`config.mk`:
```
export PLATFORM = sky130hd
export DESIGN_NAME = arm_mc_controller_flat
export DESIGN_NICKNAME = d
export VERILOG_FILES = /design/src/rtl/arm_pkg.sv /design/src/rtl/arm_mc_controller_if.sv /design/src/rtl/arm_condlogic.sv /design/src/rtl/arm_mc_controller.sv /design/src/flat_wrapper.sv
export SDC_FILE = /design/constraint.sdc
export NUM_CORES = 1
export LEC_CHECK = 0
export BUFFER_PORTS_ARGS = -buffer_cell sky130_fd_sc_hd__buf_2
export CORE_AREA = 2 2 68 70
export DETAILED_ROUTE_END_ITERATION = 7
export DIE_AREA = 0 0 70 72
export GPL_TIMING_DRIVEN = 0
export RECOVER_POWER = 100
export SLEW_MARGIN = 20
export SYNTH_ARGS = -nofsm -noshare
export SYNTH_HDL_FRONTEND = slang
export SYNTH_SLANG_ARGS = --single-unit
export TNS_END_PERCENT = 50
```
`constraint.sdc`:
```
create_clock -name clk -period 2.42 [get_ports clk]
set_input_delay 0.484 -clock clk [delete_from_list [all_inputs] [get_ports clk]]
set_output_delay 0.484 -clock clk [all_outputs]
set_load 0.02 [all_outputs]
```
`src/rtl/arm_pkg.sv`:
```
// ----------------------------------------------------------------------------
// arm_pkg
//   Shared definitions for the multicycle ARM control unit.
//   Holds the FSM state enum, ALUControl encodings, datapath mux encodings,
//   data-processing command codes, condition codes and the ALU decoder.
//   No ports (package).
// ----------------------------------------------------------------------------
package arm_pkg;

   typedef enum logic [3:0] {
      S_FETCH,
      S_DECODE,
      S_MEMADR,
      S_MEMRD,
      S_MEMWB,
      S_MEMWR,
      S_EXECR,
      S_EXECI,
      S_ALUWB,
      S_BRANCH,
      S_FAULT
   } state_t;

   // ALUControl encodings; a 2-bit build uses only the low four values.
   typedef enum logic [2:0] {
      ALU_ADD = 3'b000,
      ALU_SUB = 3'b001,
      ALU_AND = 3'b010,
      ALU_ORR = 3'b011,
      ALU_EOR = 3'b100,
      ALU_BIC = 3'b101,
      ALU_MOV = 3'b110
   } alu_op_t;

   localparam logic [1:0] SRCA_REG      = 2'b00;
   localparam logic [1:0] SRCA_PC       = 2'b01;

   localparam logic [1:0] SRCB_WDATA    = 2'b00;
   localparam logic [1:0] SRCB_IMM      = 2'b01;
   localparam logic [1:0] SRCB_FOUR     = 2'b10;

   localparam logic [1:0] RES_ALUOUT    = 2'b00;
   localparam logic [1:0] RES_DATA      = 2'b01;
   localparam logic [1:0] RES_ALURESULT = 2'b10;

   localparam logic [1:0] OP_DP  = 2'b00;
   localparam logic [1:0] OP_MEM = 2'b01;
   localparam logic [1:0] OP_BR  = 2'b10;

   localparam logic [3:0] CMD_AND = 4'b0000;
   localparam logic [3:0] CMD_EOR = 4'b0001;
   localparam logic [3:0] CMD_SUB = 4'b0010;
   localparam logic [3:0] CMD_ADD = 4'b0100;
   localparam logic [3:0] CMD_CMP = 4'b1010;
   localparam logic [3:0] CMD_ORR = 4'b1100;
   localparam logic [3:0] CMD_MOV = 4'b1101;
   localparam logic [3:0] CMD_BIC = 4'b1110;

   typedef enum logic [3:0] {
      COND_EQ = 4'b0000, COND_NE = 4'b0001, COND_CS = 4'b0010, COND_CC = 4'b0011,
      COND_MI = 4'b0100, COND_PL = 4'b0101, COND_VS = 4'b0110, COND_VC = 4'b0111,
      COND_HI = 4'b1000, COND_LS = 4'b1001, COND_GE = 4'b1010, COND_LT = 4'b1011,
      COND_GT = 4'b1100, COND_LE = 4'b1101, COND_AL = 4'b1110, COND_NV = 4'b1111
   } cond_t;

   // Data-processing command to ALU operation. The extended ops exist only in
   // wide builds; otherwise they, like any unlisted command, fall back to ADD.
   function automatic alu_op_t alu_decode(input logic [3:0] cmd, input logic wide);
      alu_decode = ALU_ADD;
      case (cmd)
         CMD_ADD:          alu_decode = ALU_ADD;
         CMD_SUB, CMD_CMP: alu_decode = ALU_SUB;
         CMD_AND:          alu_decode = ALU_AND;
         CMD_ORR:          alu_decode = ALU_ORR;
         CMD_EOR:          alu_decode = wide ? ALU_EOR : ALU_ADD;
         CMD_BIC:          alu_decode = wide ? ALU_BIC : ALU_ADD;
         CMD_MOV:          alu_decode = wide ? ALU_MOV : ALU_ADD;
         default:          alu_decode = ALU_ADD;
      endcase
   endfunction

endpackage

```
`src/rtl/arm_mc_controller_if.sv`:
```
// ----------------------------------------------------------------------------
// arm_mc_controller_if
//   Control bundle between the multicycle controller and the datapath/memory.
//   master : controller side (drives control pins, reads Instr/ALUFlags/MemReady)
//   slave  : datapath side
//   Signals: Instr[31:12], ALUFlags (N,Z,C,V), MemReady, MemReq, PCWrite,
//            MemWrite, RegWrite, IRWrite, AdrSrc, RegSrc, ALUSrcA, ALUSrcB,
//            ResultSrc, ImmSrc, ALUControl[ALUCTL_W], LinkWrite, Fault.
// ----------------------------------------------------------------------------
interface arm_mc_controller_if #(
   parameter int ALUCTL_W = 3
);
   logic [31:12]         Instr;
   logic [3:0]           ALUFlags;
   logic                 MemReady;
   logic                 MemReq;
   logic                 PCWrite;
   logic                 MemWrite;
   logic                 RegWrite;
   logic                 IRWrite;
   logic                 AdrSrc;
   logic [1:0]           RegSrc;
   logic [1:0]           ALUSrcA;
   logic [1:0]           ALUSrcB;
   logic [1:0]           ResultSrc;
   logic [1:0]           ImmSrc;
   logic [ALUCTL_W-1:0]  ALUControl;
   logic                 LinkWrite;
   logic                 Fault;

   modport master (
      input  Instr, ALUFlags, MemReady,
      output MemReq, PCWrite, MemWrite, RegWrite, IRWrite, AdrSrc, RegSrc,
             ALUSrcA, ALUSrcB, ResultSrc, ImmSrc, ALUControl, LinkWrite, Fault
   );

   modport slave (
      output Instr, ALUFlags, MemReady,
      input  MemReq, PCWrite, MemWrite, RegWrite, IRWrite, AdrSrc, RegSrc,
             ALUSrcA, ALUSrcB, ResultSrc, ImmSrc, ALUControl, LinkWrite, Fault
   );
endinterface

```
`src/rtl/arm_condlogic.sv`:
```
// ----------------------------------------------------------------------------
// arm_condlogic
//   NZCV flag register, condition evaluation and CondEx gating of the
//   conditional write enables.
//   Ports:
//     clk, reset          clock, synchronous active-high reset
//     cond                Instr[31:28]
//     alu_flags           N,Z,C,V from the ALU this cycle
//     flag_w_nz/cv        request to update NZ / CV (ungated)
//     reg_w, mem_w,
//     br_w, link_w        ungated write requests from the FSM
//     reg_write, ...      the same requests qualified by CondEx
// ----------------------------------------------------------------------------
module arm_condlogic
   import arm_pkg::*;
(
   input  logic       clk,
   input  logic       reset,
   input  logic [3:0] cond,
   input  logic [3:0] alu_flags,
   input  logic       flag_w_nz,
   input  logic       flag_w_cv,
   input  logic       reg_w,
   input  logic       mem_w,
   input  logic       br_w,
   input  logic       link_w,
   output logic       reg_write,
   output logic       mem_write,
   output logic       br_write,
   output logic       link_write
);

   logic [3:0] flags;      // {N,Z,C,V}
   logic       cond_ex;
   logic       n, z, c, v;

   assign {n, z, c, v} = flags;

   // NOTE: sequential state uses non-blocking assignments so every register
   // samples its inputs from before the edge, independent of block ordering.
   always_ff @(posedge clk) begin
      if (reset) begin
         flags <= '0;
      end else begin
         if (flag_w_nz && cond_ex) flags[3:2] <= alu_flags[3:2];
         if (flag_w_cv && cond_ex) flags[1:0] <= alu_flags[1:0];
      end
   end

   // NOTE: combinational blocks assign a default first so no path leaves the
   // output unassigned, which would otherwise infer a latch.
   always_comb begin
      cond_ex = 1'b1;
      case (cond)
         COND_EQ: cond_ex = z;
         COND_NE: cond_ex = ~z;
         COND_CS: cond_ex = c;
         COND_CC: cond_ex = ~c;
         COND_MI: cond_ex = n;
         COND_PL: cond_ex = ~n;
         COND_VS: cond_ex = v;
         COND_VC: cond_ex = ~v;
         COND_HI: cond_ex = c & ~z;
         COND_LS: cond_ex = ~c | z;
         COND_GE: cond_ex = (n == v);
         COND_LT: cond_ex = (n != v);
         COND_GT: cond_ex = ~z & (n == v);
         COND_LE: cond_ex = z | (n != v);
         default: cond_ex = 1'b1;   // AL, and NV treated as AL
      endcase
   end

   assign reg_write  = reg_w  & cond_ex;
   assign mem_write  = mem_w  & cond_ex;
   assign br_write   = br_w   & cond_ex;
   assign link_write = link_w & cond_ex;

endmodule

```
`src/rtl/arm_mc_controller.sv`:
```
// ----------------------------------------------------------------------------
// arm_mc_controller
//   Multicycle ARM control unit: main FSM, ALU decoder, memory ready
//   handshake with a wait-state watchdog, and the condition unit.
//   Parameters: ALUCTL_W (2 or 3), WAIT_W (wait counter width),
//               TIMEOUT (wait cycles before FAULT, < 2**WAIT_W).
//   Ports:
//     clk    clock
//     reset  synchronous active-high reset
//     bus    arm_mc_controller_if.master (Instr, ALUFlags, MemReady in;
//            all datapath control pins, LinkWrite and Fault out)
//   Build option: define ARM_BL_EN to enable branch-with-link (LinkWrite and
//   RegWrite alongside PCWrite for BRANCH with Instr[24]). Without it
//   LinkWrite is 0 and B/BL behave identically.
// ----------------------------------------------------------------------------
module arm_mc_controller
   import arm_pkg::*;
#(
   parameter int ALUCTL_W = 3,
   parameter int WAIT_W   = 8,
   parameter int TIMEOUT  = 200
) (
   input  logic                 clk,
   input  logic                 reset,
   arm_mc_controller_if.master  bus
);

   state_t            state, state_nxt;
   logic [WAIT_W-1:0] wait_cnt, wait_cnt_nxt;

   // Instruction fields
   logic [1:0] op;
   logic       i_bit;
   logic [3:0] cmd;
   logic       s_l_bit;     // S for data processing, L for memory
   logic       is_cmp;
   alu_op_t    dp_op;
   logic       unused_instr_bits;

   assign op      = bus.Instr[27:26];
   assign i_bit   = bus.Instr[25];
   assign cmd     = bus.Instr[24:21];
   assign s_l_bit = bus.Instr[20];
   assign is_cmp  = (cmd == CMD_CMP);
   assign dp_op   = alu_decode(cmd, ALUCTL_W >= 3);
   assign unused_instr_bits = ^bus.Instr[19:12];

   // Raw FSM requests; conditional ones are qualified in arm_condlogic
   logic       mem_req, next_pc, ir_write;
   logic       reg_w, mem_w, br_w, link_w, flag_w_nz, flag_w_cv;
   logic       adr_src;
   logic [1:0] alu_src_a, alu_src_b, result_src;
   alu_op_t    alu_op;
   logic       reg_write, mem_write, br_write, link_write;

   always_ff @(posedge clk) begin
      if (reset) begin
         state    <= S_FETCH;
         wait_cnt <= '0;
      end else begin
         state    <= state_nxt;
         wait_cnt <= wait_cnt_nxt;
      end
   end

   always_comb begin
      state_nxt  = state;
      mem_req    = 1'b0;
      next_pc    = 1'b0;
      ir_write   = 1'b0;
      reg_w      = 1'b0;
      mem_w      = 1'b0;
      br_w       = 1'b0;
      link_w     = 1'b0;
      flag_w_nz  = 1'b0;
      flag_w_cv  = 1'b0;
      adr_src    = 1'b0;
      alu_src_a  = SRCA_REG;
      alu_src_b  = SRCB_WDATA;
      result_src = RES_ALUOUT;
      alu_op     = ALU_ADD;

      case (state)
         S_FETCH: begin
            mem_req    = 1'b1;
            alu_src_a  = SRCA_PC;
            alu_src_b  = SRCB_FOUR;
            result_src = RES_ALURESULT;
            if (bus.MemReady) begin
               ir_write  = 1'b1;
               next_pc   = 1'b1;
               state_nxt = S_DECODE;
            end
         end
         S_DECODE: begin
            alu_src_a = SRCA_PC;
            alu_src_b = SRCB_FOUR;
            case (op)
               OP_DP:   state_nxt = i_bit ? S_EXECI : S_EXECR;
               OP_MEM:  state_nxt = S_MEMADR;
               OP_BR:   state_nxt = S_BRANCH;
               default: state_nxt = S_FETCH;   // undefined op: drop it
            endcase
         end
         S_MEMADR: begin
            alu_src_b = SRCB_IMM;
            state_nxt = s_l_bit ? S_MEMRD : S_MEMWR;
         end
         S_MEMRD: begin
            mem_req = 1'b1;
            adr_src = 1'b1;
            if (bus.MemReady) state_nxt = S_MEMWB;
         end
         S_MEMWB: begin
            result_src = RES_DATA;
            reg_w      = 1'b1;
            state_nxt  = S_FETCH;
         end
         S_MEMWR: begin
            // A failed condition still completes the access, without the strobe.
            mem_req = 1'b1;
            adr_src = 1'b1;
            mem_w   = 1'b1;
            if (bus.MemReady) state_nxt = S_FETCH;
         end
         S_EXECR, S_EXECI: begin
            alu_src_b = (state == S_EXECI) ? SRCB_IMM : SRCB_WDATA;
            alu_op    = dp_op;
            flag_w_nz = s_l_bit;
            // Carry/overflow only mean something for the arithmetic ops.
            flag_w_cv = s_l_bit && (dp_op == ALU_ADD || dp_op == ALU_SUB);
            state_nxt = is_cmp ? S_FETCH : S_ALUWB;
         end
         S_ALUWB: begin
            result_src = RES_ALUOUT;
            reg_w      = 1'b1;
            state_nxt  = S_FETCH;
         end
         S_BRANCH: begin
            alu_src_a  = SRCA_PC;
            alu_src_b  = SRCB_IMM;
            result_src = RES_ALURESULT;
            br_w       = 1'b1;
`ifdef ARM_BL_EN
            link_w     = bus.Instr[24];
            reg_w      = bus.Instr[24];
`endif
            state_nxt  = S_FETCH;
         end
         S_FAULT: begin
            state_nxt = S_FAULT;   // only reset leaves
         end
         default: begin
            state_nxt = S_FETCH;
         end
      endcase

      // Watchdog: the TIMEOUT-th consecutive unanswered request faults.
      if (mem_req && !bus.MemReady && wait_cnt == WAIT_W'(TIMEOUT - 1)) begin
         state_nxt = S_FAULT;
      end

      // Count only while stalled in the same state; ready or leaving clears.
      if (mem_req && !bus.MemReady && state_nxt == state) begin
         wait_cnt_nxt = wait_cnt + 1'b1;
      end else begin
         wait_cnt_nxt = '0;
      end
   end

   arm_condlogic u_condlogic (
      .clk        (clk),
      .reset      (reset),
      .cond       (bus.Instr[31:28]),
      .alu_flags  (bus.ALUFlags),
      .flag_w_nz  (flag_w_nz),
      .flag_w_cv  (flag_w_cv),
      .reg_w      (reg_w),
      .mem_w      (mem_w),
      .br_w       (br_w),
      .link_w     (link_w),
      .reg_write  (reg_write),
      .mem_write  (mem_write),
      .br_write   (br_write),
      .link_write (link_write)
   );

   // Enables are forced low during reset so an in-flight access is dropped.
   assign bus.MemReq     = mem_req    & ~reset;
   assign bus.PCWrite    = (next_pc | br_write) & ~reset;
   assign bus.MemWrite   = mem_write  & ~reset;
   assign bus.RegWrite   = reg_write  & ~reset;
   assign bus.IRWrite    = ir_write   & ~reset;
   assign bus.LinkWrite  = link_write & ~reset;
   assign bus.Fault      = (state == S_FAULT);

   assign bus.AdrSrc     = adr_src;
   assign bus.ALUSrcA    = alu_src_a;
   assign bus.ALUSrcB    = alu_src_b;
   assign bus.ResultSrc  = result_src;
   assign bus.ALUControl = ALUCTL_W'(alu_op);
   assign bus.ImmSrc     = op;
   assign bus.RegSrc     = {(op == OP_MEM) && !s_l_bit, op == OP_BR};

endmodule

```
`src/flat_wrapper.sv`:
```
// flat-port wrapper written by rule: the top's interface ports become plain ports
module arm_mc_controller_flat import arm_pkg::*;
#(
   parameter int ALUCTL_W = 3,
   parameter int WAIT_W   = 8,
   parameter int TIMEOUT  = 200
)
  (clk, reset, bus_Instr, bus_ALUFlags, bus_MemReady, bus_MemReq, bus_PCWrite, bus_MemWrite, bus_RegWrite, bus_IRWrite, bus_AdrSrc, bus_RegSrc, bus_ALUSrcA, bus_ALUSrcB, bus_ResultSrc, bus_ImmSrc, bus_ALUControl, bus_LinkWrite, bus_Fault);
  arm_mc_controller_if #(.ALUCTL_W(ALUCTL_W)) bus_i ();
  input  logic clk;
  input  logic reset;
  input wire logic [$bits(bus_i.Instr)-1:0] bus_Instr;
  input wire logic [$bits(bus_i.ALUFlags)-1:0] bus_ALUFlags;
  input wire logic [$bits(bus_i.MemReady)-1:0] bus_MemReady;
  output wire logic [$bits(bus_i.MemReq)-1:0] bus_MemReq;
  output wire logic [$bits(bus_i.PCWrite)-1:0] bus_PCWrite;
  output wire logic [$bits(bus_i.MemWrite)-1:0] bus_MemWrite;
  output wire logic [$bits(bus_i.RegWrite)-1:0] bus_RegWrite;
  output wire logic [$bits(bus_i.IRWrite)-1:0] bus_IRWrite;
  output wire logic [$bits(bus_i.AdrSrc)-1:0] bus_AdrSrc;
  output wire logic [$bits(bus_i.RegSrc)-1:0] bus_RegSrc;
  output wire logic [$bits(bus_i.ALUSrcA)-1:0] bus_ALUSrcA;
  output wire logic [$bits(bus_i.ALUSrcB)-1:0] bus_ALUSrcB;
  output wire logic [$bits(bus_i.ResultSrc)-1:0] bus_ResultSrc;
  output wire logic [$bits(bus_i.ImmSrc)-1:0] bus_ImmSrc;
  output wire logic [$bits(bus_i.ALUControl)-1:0] bus_ALUControl;
  output wire logic [$bits(bus_i.LinkWrite)-1:0] bus_LinkWrite;
  output wire logic [$bits(bus_i.Fault)-1:0] bus_Fault;
  assign bus_i.Instr = bus_Instr;
  assign bus_i.ALUFlags = bus_ALUFlags;
  assign bus_i.MemReady = bus_MemReady;
  assign bus_MemReq = bus_i.MemReq;
  assign bus_PCWrite = bus_i.PCWrite;
  assign bus_MemWrite = bus_i.MemWrite;
  assign bus_RegWrite = bus_i.RegWrite;
  assign bus_IRWrite = bus_i.IRWrite;
  assign bus_AdrSrc = bus_i.AdrSrc;
  assign bus_RegSrc = bus_i.RegSrc;
  assign bus_ALUSrcA = bus_i.ALUSrcA;
  assign bus_ALUSrcB = bus_i.ALUSrcB;
  assign bus_ResultSrc = bus_i.ResultSrc;
  assign bus_ImmSrc = bus_i.ImmSrc;
  assign bus_ALUControl = bus_i.ALUControl;
  assign bus_LinkWrite = bus_i.LinkWrite;
  assign bus_Fault = bus_i.Fault;
  arm_mc_controller #(.ALUCTL_W(ALUCTL_W), .WAIT_W(WAIT_W), .TIMEOUT(TIMEOUT)) u_core (.clk(clk), .reset(reset), .bus(bus_i));
endmodule
```
Word level (Yosys, flattened, before mapping)
Memories as Yosys holds them, arrays and structs flattened.
Index checks and enable logic that the tools add are counted.

cells by class
  add/sub/neg operators = 1
  eq/ne operators = 31
  multiplexer cells = 24
  bitwise logic cells = 19
  reduce and logical (&&, ||, !) cells = 23

operators by type and width
  cell                   number
  $eq A4 B4 Y1 const B   10
  $eq A4 B3 Y1 const B   8
  $pmux W4 S7            1
  $mux W4                5
  $eq A4 B2 Y1 const B   4
  $pmux W1 S14           1
  $reduce_or A2 Y1       7
  $mux W1                12
  $pmux W4 S3            1
  $and A1 B1 Y1          10
  $add A8 B1 Y8 const B  1
  $eq A4 B1 Y1 const B   2
  $eq A8 B8 Y1 const B   1
  $logic_not A4 Y1       2
  $logic_and A1 B1 Y1    7
  $mux W3                2
  $not A1 Y1             6
  $pmux W2 S3            1
  $reduce_or A3 Y1       2
  $eq A4 B4 Y1           1
  $pmux W2 S2            1
  $eq A3 B1 Y1 const B   1
  $logic_not A3 Y1       1
  $or A1 B1 Y1           3
  other kinds (7)        8

storage, ports and cells
  register bits after elaboration = 16
  bits in read-only memories = 48
  bits of input ports = 27
  output and inout port bits = 21
  word-level logic and storage cells = 103
  memories kept = 1

memory list
  memory           words  bits a word  rd ports  clocked after Yosys merged registers in  wr ports  RTL line       source
  (no name shown)  16     3            1         0                                        0         arm_pkg.sv:70  case (cmd)

Longest topological paths before layout
  depth after elaboration = 10
  depth in mapped cells = 7
  mapped depth without buffers = 7

By module
From an unflattened synthesis, not the netlist that was laid out.

unflattened totals
  cell total of the unflattened synthesis = 184
  area, all modules = 1505.2 µm²

modules (own cells, without submodules)
  module             times used  cells each  area each (µm²)  seq. area each (µm²)
  arm_mc_controller  1           135         1049.8           240.2
  arm_condlogic      1           49          455.4            80.1

Worst setup path before layout
Ideal clock, no wire load.

  path type = in2out
  start = input port bus_Instr[18]
  end = output port bus_PCWrite
  data arrival time = 1.805 ns
  data required time = 1.936 ns
  slack = 0.131 ns
  cell stages on the path = 5
  path buffers = 0
  cells stage by stage = mux4_2 nor3b_1 a211o_1 nor2b_1 a41o_1

on the way
  word-level cells in the longest chain between the ends = 5
  elaborated cells on any way between the ends = 18
  classes of those cells = 13 x eq/ne; 1 x mux; 3 x bitwise; 1 x reduce/logical

ends and longest elaborated chain
  what                                  RTL line                  source
  from (decl)                           flat_wrapper.sv:12        input wire logic [$bits(bus_i.Instr)-1:0] bus_Instr;
  $eq A4 B4 Y1 (tied with other cells)  arm_condlogic.sv:54       case (cond)
  $pmux W1 S14 *                        arm_condlogic.sv:54
  $and A1 B1 Y1 *                       arm_condlogic.sv:75       assign br_write = br_w & cond_ex;
  $or A1 B1 Y1 *                        arm_mc_controller.sv:190  assign bus.PCWrite = (next_pc | br_write) & ~reset;
  $and A1 B1 Y1 *                       arm_mc_controller.sv:190
  to (decl)                             flat_wrapper.sv:16        output wire logic [$bits(bus_i.PCWrite)-1:0] bus_PCWrite;

Mark *: on every way between the ends. The rest lies on a longest branch, timed or not.

Final worst setup path
Same ends and word-level chain as after synthesis.

==> results <==
- The run finished with clean final reports.
- The capturing point of the worst reg2reg path is u_core.wait_cnt[7].
- The most common cell after layout, fill and taps aside is buf_2.
- In this run the core area contains 24 standard-cell rows.
- The number of buffers created by CTS is 3.
- The number of instances on the worst hold path is 1.
- The final HPWL from detailed placement is 2.35 mm.
- The setup path with the least slack is of type in2out.
- The die span in y is between 70 and 80 um.
- The maximum single-stage delay on the critical path is 0.48 ns.
- The highest clock rate is 415 MHz.
- The number of antenna diodes in the final layout is 0.
- The tightest min-delay check is of the reg2reg type.
- Setup slack closes at 0.0110 ns.
- The violation count after the first detailed-route iteration is 33.
- Counting flops and latches in the post-synthesis netlist gives 16.
- The routed layout has around 1200 vias.
- The total power density per cell area is 429 mW/mm^2.
- STA classifies the critical path endpoint as an output port.
- The switching power total is 201 uW.
- The combined buffer and inverter count along the critical path is 2.
- The routed wirelength normalized by instance count is 11.3 um.
- After filler insertion, the fill cell instance count of the layout stands at 473.
- The first-pass GRT wire length is 4.98 mm.
- After floorplanning, the core was sized to cover 0.00426 mm^2.
- Counting flops with a built-in enable in the synthesized netlist gives 0.
- The count of warnings emitted by yosys is 0.
- At the end of the flow, the number of nets in the layout was 239.
- The core utilization of the finished layout is 37.8%.
- The initial antenna violation count is 0.
- The share of layout cells above drive strength 1 is 24.6%.
- The clock power share is 33.7%.
- The average via count per standard cell is 4.81.
- The slew at the pin closest to its max-slew limit is 0.547 ns.
- Counting along the longest clock path gives a buffer depth of 2.
- Buffers placed on the I/O ports in this run total 36.
- The number of top-level design ports is 48.
- The family of cells with the greatest summed delay on the critical path is multiplexers.
- Setup violations remaining at the end of the flow were counted as 0.
- The nature of the critical path startpoint is an input pin.
- The internal portion of the total power is between 400 and 500 uW.
- For flop-to-flop paths, the worst setup slack is 0.47 ns.
- The remaining antenna violation count is 0.
- Data on the critical path arrives at its endpoint at 1.92 ns.
- The endpoint required time on the critical path is 1.94 ns.
- The fraction of synthesis flops using an asynchronous set or reset pin is 0%.
- The number of clock sinks is 16.
- After detailed placement, the design holds a cell count of 254.
- The total power is ~690 uW.
- The number of design rule violations left after detail routing is 0.
- The number of maximum-capacitance violations is 0.
- The multi-input combinational cell area is 886 um^2.
- The post-synthesis instance total is 165.
- Detailed routing placed a total of 1.32 mm of wire on met2.
- In this run, flip-flops and latches consume slightly below 40% of the power.
- The startpoint of the tightest hold check path is u_core.wait_cnt[0].
- The top cell types in the final layout, fill and taps aside, are buf_2, nor2_1, nand2b_1, dfxtp_1, clkbuf_1.
- The starting utilization of the core area is 29.6%.
- The distinct cell type count of the synthesized netlist is 46.
- Timing analysis after detailed placement gives a worst setup slack of -0.222 ns.
- The total count of max-transition violations in the final report is 0.
- The final critical-path required period is 2.41 ns.
- The dominant register cell in the synthesized netlist is dfxtp_1.
- The die is 70 um wide.
- For the final routed database, the setup TNS stands at 0 ns.
- The count of cells in the finished layout, fillers not included, comes to 259.
- Measured in cells, the most critical reg-to-reg path has a length of 7.
- The critical path goes through buf_6 -> mux4_2 -> nor3b_1 -> a211o_1 -> nor2b_4 -> a41o_1 -> buf_6.
- The highest-delay cell along the critical path is mux4_2.
- TritonCTS built the clock tree.
- Entering global routing, the biggest net connects 11 pins.
- The highest layer touched by signal routing is met4.
- For this design the static power due to leakage is ~0.0007 uW.
- Summing all flip-flop and latch instances after layout gives about 330 um^2.
- In this run the tightest slew margin relative to its limit is 62.6%.
- The relative area change from synthesis to final layout is 27.7%.
- Between clock sinks in the finished design, the worst skew comes to 0.00332 ns.
- The global router's overall resource usage is 11.9%.
- The aggregate routed wire length is 2.94 mm.
- The H-tree depth is 1.
- In this run the critical register-to-register path is launched from u_core.wait_cnt[0].
- The final critical path takes up 99.5% of the cycle.
- After clock tree synthesis, the flow added hold-fix buffers numbering 0.
- The portion of the post-synthesis area used by sequential elements is 25.4%.
- The maximum net fanout on the critical path is 7.
- Per report_power, the combinational group accounts for 26.8% of the total.
- The clock root buffer master is clkbuf_8.
- The later pin in the worst-skew pair is clocked with a latency of 0.25 ns.
- Summed over all nets, wire length on met3 after detailed routing comes to between 100 and 150 um.
- The switching share of power is just under 30%.
- The routed metal-1 wire length is 1.47 mm.
- The path with the worst hold slack has its endpoint at u_core.wait_cnt[0].
- The die covers 0.00504 mm^2.
- The clock transition at the registers of the reported paths is 0.06 ns.
- The mean cell area of the mapped netlist is between 7 and 8 um^2.
- The post-synthesis instance area is 0.00126 mm^2.
- The weighted congestion reported at the end of routability-driven placement is 0.794.
- The worst supply voltage drop on vdd is 0.338 mV.
- Setup repair after global routing could not meet its margin everywhere.
- Before antenna repair, the detailed router went through 4 iterations.
- In this design, the critical path's most frequently occurring cell is buf_6.
- The overflow left after global routing is 0.
- The total count of hold-check failures in the final report is 0.
- The number of global-route vias before repair came to 1101.
worst max path at each step:
stage | startpoint | endpoint | slack, ns | cells after the start
floorplan | bus_Instr[18] | bus_PCWrite | 0.13 | 5
global placement | bus_Instr[18] | bus_PCWrite | -0.22 | 7
detailed placement | bus_Instr[18] | bus_PCWrite | -0.22 | 7
CTS | u_core.u_condlogic.flags[0] | bus_PCWrite | 0.005 | 7
global route | u_core.u_condlogic.flags[0] | bus_PCWrite | -0.06 | 7
finish | bus_Instr[18] | bus_PCWrite | 0.01 | 7
synth_stat cells (2+ instances only):
master / instances / share of area (%)
a21oi_1: 8 / 3.2
a22o_1: 2 / 1.4
and2_1: 2 / 0.99
and3_1: 5 / 2.5
and4b_1: 2 / 1.6
buf_2: 2 / 0.79
buf_4: 4 / 2.4
clkbuf_1: 4 / 1.2
dfxtp_1: 16 / 25
ha_1: 4 / 4.0
inv_1: 5 / 1.5
mux2i_1: 4 / 3.2
nand2_1: 5 / 1.5
nand2b_1: 15 / 7.4
nand3_1: 6 / 2.4
nor2_1: 22 / 6.5
nor2b_1: 8 / 4.0
nor3_1: 7 / 2.8
nor3b_1: 3 / 1.8
nor4_1: 2 / 0.99
o21ai_0: 7 / 2.8
xnor2_1: 4 / 2.8
xor2_1: 5 / 3.5
through the flow:
stage / area, um^2 / hold slack [ns]
after detailed placement: 1510 / 0.439
final: 1610 / 0.442
after floorplan: 1270 / 0.413
after global placement: 1510 / 0.428
after global routing: 1610 / 0.461
after CTS: 1600 / 0.448
kinds of logic after synthesis:
logic type / synth area share (%)
and+or+nand+nor: 35.7
AOI/OAI and AO/OA: 16.5
DFF: 25.4
buffers and inverters: 6.14
xor gates and xnor gates: 6.24
muxes: 5.85
adders and majority gates: 3.96
other: 0.297
cell type report:
type / instances / share of cell area, %
multi-input combinational: 134 / 55.0
sequential: 16 / 20.2
timing repair buffer: 37 / 12.6
tap: 52 / 4.04
buffer: 11 / 3.65
clock buffer: 4 / 3.42
inverter: 5 / 1.16
power by group through the flow:
stage / Combinational (uW) / Sequential [uW] / Clock (uW)
finish: 185 / 274 / 233
global placement: 177 / 280 / 0
global route: 206 / 274 / 253
floorplan: 120 / 279 / 0
detailed placement: 178 / 280 / 0
CTS: 186 / 274 / 243
per-layer routing:
metal | vias up | track usage, %
met4 | 0 | 3.21
li1 | 658 | -
met2 | 26 | 18.6
met5 | - | 0
met1 | 559 | 16.7
met3 | 2 | 2.64
sequential cells by signal (all words and copies together) (netlist names):
register	cells
u_core.state	4
u_core.wait_cnt	8
u_core.u_condlogic.flags	4
timing repair:
action	CTS	global route
gates resized for setup	10	6
pin swaps	2	1
setup endpoints to repair	3	3
gates cloned	0	0
buffers inserted	1	0
Note: power is estimated with default switching activity, not from simulation.
